`src/rtl/pin_filter_chan.sv`:
```
// Single-pin glitch filter, edge detector and sticky write-1-to-clear interrupt bit.
// Input d_i must already be synchronized to clk_i.
module pin_filter_chan #(
   parameter int unsigned FilterCycles = 16
) (
   input  logic clk_i,
   input  logic rst_ni,
   input  logic d_i,
   input  logic filter_en_i,
   input  logic rise_en_i,
   input  logic fall_en_i,
   input  logic clear_i,
   output logic q_o,
   output logic intr_o
);

   localparam int unsigned     CntW   = $clog2(FilterCycles + 1);
   localparam logic [CntW-1:0] CntMax = CntW'(FilterCycles - 1);

   logic            stable_q, stable_d;
   logic [CntW-1:0] cnt_q, cnt_d;
   logic            data_q;
   logic            intr_q, intr_d;
   logic            rise, fall;

   // Counter only advances while the input disagrees with the accepted value; any
   // agreement or a disabled filter drops the partial count.
   always_comb begin
      stable_d = stable_q;
      cnt_d    = '0;
      if (!filter_en_i) begin
         stable_d = d_i;
      end else if (d_i != stable_q) begin
         if (cnt_q == CntMax) begin
            stable_d = d_i;
         end else begin
            cnt_d = cnt_q + CntW'(1);
         end
      end
   end

   assign rise = stable_q & ~data_q;
   assign fall = ~stable_q & data_q;

   // A new event on the same edge as a clear wins, so no edge is ever lost.
   assign intr_d = (intr_q & ~clear_i) | (rise & rise_en_i) | (fall & fall_en_i);

   always_ff @(posedge clk_i or negedge rst_ni) begin
      if (!rst_ni) begin
         stable_q <= 1'b0;
         cnt_q    <= '0;
         data_q   <= 1'b0;
         intr_q   <= 1'b0;
      end else begin
         stable_q <= stable_d;
         cnt_q    <= cnt_d;
         data_q   <= stable_q;
         intr_q   <= intr_d;
      end
   end

   assign q_o    = stable_q;
   assign intr_o = intr_q;

endmodule

```
`src/rtl/prim_flop_2sync.sv`:
```
// Two-flop synchronizer bringing a multi-bit asynchronous bus into the clk_i domain.
// Each bit is synchronized independently, so a multi-bit value may arrive skewed by one cycle.
module prim_flop_2sync #(
   parameter int unsigned      Width      = 16,
   parameter logic [Width-1:0] ResetValue = '0
) (
   input  logic             clk_i,
   input  logic             rst_ni,
   input  logic [Width-1:0] d_i,
   output logic [Width-1:0] q_o
);

   logic [Width-1:0] sync1_q;
   logic [Width-1:0] sync2_q;

   always_ff @(posedge clk_i or negedge rst_ni) begin
      if (!rst_ni) begin
         sync1_q <= ResetValue;
         sync2_q <= ResetValue;
      end else begin
         sync1_q <= d_i;
         sync2_q <= sync1_q;
      end
   end

   assign q_o = sync2_q;

endmodule

```
`src/rtl/pin_filter_sync.sv`:
```
// Receiver for asynchronous pins: 2-flop synchronizer, per-pin glitch filter,
// edge detection and sticky interrupt state with a combined interrupt output.
module pin_filter_sync #(
   parameter int unsigned Width        = 8,
   parameter int unsigned FilterCycles = 16
) (
   input  logic             clk_i,
   input  logic             rst_ni,
   input  logic [Width-1:0] pins_i,
   input  logic [Width-1:0] filter_en_i,
   input  logic [Width-1:0] rise_en_i,
   input  logic [Width-1:0] fall_en_i,
   input  logic [Width-1:0] intr_clear_i,
   output logic [Width-1:0] data_o,
   output logic [Width-1:0] intr_state_o,
   output logic             intr_o
);

   logic [Width-1:0] sync2;

   prim_flop_2sync #(
      .Width      (Width),
      .ResetValue ('0)
   ) u_sync (
      .clk_i  (clk_i),
      .rst_ni (rst_ni),
      .d_i    (pins_i),
      .q_o    (sync2)
   );

   for (genvar i = 0; i < Width; i++) begin : g_chan
      pin_filter_chan #(
         .FilterCycles (FilterCycles)
      ) u_chan (
         .clk_i       (clk_i),
         .rst_ni      (rst_ni),
         .d_i         (sync2[i]),
         .filter_en_i (filter_en_i[i]),
         .rise_en_i   (rise_en_i[i]),
         .fall_en_i   (fall_en_i[i]),
         .clear_i     (intr_clear_i[i]),
         .q_o         (data_o[i]),
         .intr_o      (intr_state_o[i])
      );
   end

   assign intr_o = |intr_state_o;

endmodule

```
`config.mk`:
```
export PLATFORM = sky130hd
export DESIGN_NAME = pin_filter_sync
export DESIGN_NICKNAME = d
export VERILOG_FILES = /design/src/rtl/pin_filter_chan.sv /design/src/rtl/prim_flop_2sync.sv /design/src/rtl/pin_filter_sync.sv
export SDC_FILE = /design/constraint.sdc
export NUM_CORES = 1
export LEC_CHECK = 0
export BUFFER_PORTS_ARGS = -buffer_cell sky130_fd_sc_hd__buf_2
export CAP_MARGIN = 15
export CORE_ASPECT_RATIO = 0.7
export CORE_MARGIN = 2
export CORE_UTILIZATION = 44
export DETAILED_ROUTE_END_ITERATION = 10
export HOLD_SLACK_MARGIN = 0.15
export PLACE_DENSITY = 0.65
export SLEW_MARGIN = 40
export SYNTH_ARGS = -nofsm -noshare
export SYNTH_HDL_FRONTEND = slang
export SYNTH_HIERARCHICAL = 1
export SYNTH_SLANG_ARGS = --single-unit
```
`constraint.sdc`:
```
create_clock -name clk_i -period 2.2 [get_ports clk_i]
set_input_delay 0.55 -clock clk_i [delete_from_list [all_inputs] [get_ports clk_i]]
set_output_delay 0.55 -clock clk_i [all_outputs]
set_load 0.05 [all_outputs]
```
==> key figures <==
CTS
  • H-Tree Depth: 3
  • CTS Sinks: 80
  • Max Buffers Root-to-Sink: 2
  • CTS tree: done
  • Clk Latency, worst-skew pair: 350 ps
  • Setup Buffers After CTS: 0
  • Clock root cell: clkbuf_8
  • Total CTS buffers: 9
  • Clk slew on worst S/H paths: 70 ps

Place
  • Input/output buffers: 58
  • DPL Wire Length: 3790 µm
  • Placed insts: 405
  • Placed cell area: 3470 µm²
  • Setup WS pre-CTS: 468 ps
  • Final RePlAce weighted congestion: 0.753

Global routing
  • First-pass GRT wire length: 8470 µm
  • Vias in the first global route: 1877
  • Antenna violations before repair: 0
  • Total track usage: 15.4%
  • Largest net degree at the start of global routing: 42
  • Congestion Overflow GR: 0

Critical path
  • Data required, critical path: 1650 ps
  • CP max stage cell: dfrtp_1
  • Worst path cell trace: nor4_2 -> nand2_1 -> buf_2
  • CP Launch Type: flip-flop
  • Crit path capture type: output port
  • CP Max Fanout: 3
  • Arrival time worst endpoint: 1490 ps
  • WS Path Type: flip-flop to output port
  • Delay of the slowest critical-path stage: 410 ps

Detailed routing
  • DRT antenna net count: 0
  • Via density per instance: 4.70
  • Drt drc: 0
  • Avg WL per Cell: 12.5 µm
  • Total vias in the final route: 1978
  • Total Wirelength: 5250 µm
  • Drt first pass iters: 4
  • DRT iter0 DRCs: 59

Timing
  • Fmax achieved: 489 MHz
  • RSZ-0062 raised after global routing: false
  • Pins Over Slew Limit: 0
  • Final setup fails: 0
  • Setup WS post-layout: 157 ps
  • Max_slew headroom: 69.5%
  • Measured slew at the worst slew-check pin: 457 ps
  • Tmin final: 2040 ps
  • Fin Setup TNS: 0 ps
  • Final Hold Vio Count: 0
  • Hold_ws: 302 ps
  • Clock skew: 5.52 ps
  • Tcrit/Tclk final: 92.9%

Synth
  • Top cell type's share of synthesized area: 66.1%
  • Syn Std Cell Area: 3030 µm²
  • Synthesis Warnings: 6
  • Syn Nets: 301
  • Seq/Total Area, Yosys: 66.1%
  • Yosys reg bits: 80
  • Leading area contributor after synthesis: dfrtp_1
  • Synth area leaders: dfrtp_1, nor2_1, xor2_1, ha_1, nand2_1
  • Netlist cell types: 14
  • Mean Syn Cell Area: 12.1 µm²
  • Post-Synthesis Cells: 251

Final layout
  • Synthesis-to-finish area growth: 21.6%
  • # fillers: 603
  • Nets: 373
  • Design Area, Final: 3680 µm²
  • Share of post-route cells with drive strength above 1: 25.1%
  • Final non-filler cell total: 421
  • Final core utilization: 55.0%
  • N_diodes: 0

Power and ir drop
  • Overall power: 3.18 mW
  • Peak supply drop: 386 µV
  • Pwr Density: 864 nW/µm²
  • Leakage: 1.76 nW

Outcome
  • Status: finished, final reports clean

Job
  • Max_cap viols: 0

Die
  • Die Width: 103 µm
  • DIE AREA: 7570 µm²
  • I/O pins: 59
  • FP Rows: 25
  • Initial Util: 45.3%
  • Die span in y: 73.4 µm
  • Core ar.: 6690 µm²

Min path
  • Worst Hold Class: input port to flip-flop
-- Yosys cell counts --
master     n
o221ai_1   8
nor2_1    40
ha_1       8
nand2_1   25
xor2_1    16
mux2_2     8
o211ai_1   8
o21ai_1    8
dfrtp_1   80
inv_1     16
xnor2_1    8
nand3_1   16
nand3b_1   8
nor4_1     2
-- cell families after synthesis --
family / after synthesis / share of synthesized area, %
adders and majority gates: 8 / 3.30
DFF: 80 / 66.1
and+or+nand+nor: 91 / 13.1
buffers and inverters: 16 / 1.98
AOI/OAI and AO/OA: 24 / 5.62
muxes: 8 / 2.97
xor gates and xnor gates: 24 / 6.94
-- final timing paths --
path	startpoint	slack, ps	cells past startpoint	to
worst min register to register	u_sync/sync1_q[4]	350	0	u_sync/q_o[4]
worst max-delay path	g_chan[7].u_chan/intr_o	160	3	intr_o
max in group asynchronous	rst_ni	930	3	u_sync/q_o[0]
worst max register to register	g_chan[5].u_chan/cnt_q[0]	880	4	g_chan[5].u_chan/q_o
worst min-delay path	pins_i[6]	300	1	u_sync/sync1_q[6]
min in group asynchronous	rst_ni	700	2	g_chan[7].u_chan/data_q
-- flip-flops by register name, indices dropped and copies added (netlist names) --
| name | flops |
|---|---|
| g_chan.u_chan/intr_o | 8 |
| g_chan.u_chan/q_o | 8 |
| g_chan.u_chan/data_q | 8 |
| u_sync/q_o | 8 |
| u_sync/sync1_q | 8 |
| g_chan.u_chan/cnt_q | 40 |
-- power breakdown --
| group | internal [mW] | switching [mW] | total [mW] | leakage [nW] |
|---|---|---|---|---|
| Combinational | 0.140 | 0.289 | 0.429 | 0.635 |
| Clock | 0.630 | 0.481 | 1.11 | 0.103 |
| Sequential | 1.57 | 0.0773 | 1.64 | 1.02 |
-- layer usage --
metal / wire [µm] / track usage (%)
met1: 2460 / 20.0
met2: 2370 / 22.5
met3: 372 / 6.85
met4: 46 / 6.58
met5: 0 / 0
-- timing repair --
| action | in CTS | in global routing |
|---|---|---|
| hold buffers | 1 | 0 |
| endpoints found under the hold margin | 3 | 0 |
| endpoints found under the setup margin | 0 | 1 |
| resized for setup | 0 | 1 |
-- final cells by class --
class                   instances  area, µm²  share of cell area (%)
inverters                      16       60.1                    1.63
flip-flops and latches         80       2000                    54.3
repair buffers                 61        330                    8.96
multi-input cells             155        973                    26.4
clock buffers                  11        131                    3.57
clock inverters                 4       70.1                    1.90
well taps                      94        118                    3.19
-- worst max-delay path: cells and delay by family, from the launching register on --
| family | cells | cell delay, ps |
|---|---|---|
| AND/OR/NAND/NOR | 2 | 510 |
| flip-flops | 1 | 410 |
| buffers and inverters | 1 | 230 |
-- cell usage in the layout, fill, tap and decap left out --
master / n
buf_12: 1
buf_2: 57
buf_4: 2
bufinv_16: 2
clkbuf_1: 2
clkbuf_8: 9
clkinv_2: 2
dfrtp_1: 80
dlygate4sd3_1: 1
ha_1: 8
inv_1: 16
mux2_2: 8
nand2_1: 25
nand3_1: 16
nand3b_1: 8
nor2_1: 40
nor4_1: 1
nor4_2: 1
o211ai_1: 8
o21ai_1: 8
o221ai_1: 8
xnor2_1: 8
xor2_1: 16
Note: power is estimated with default switching activity, not from simulation.
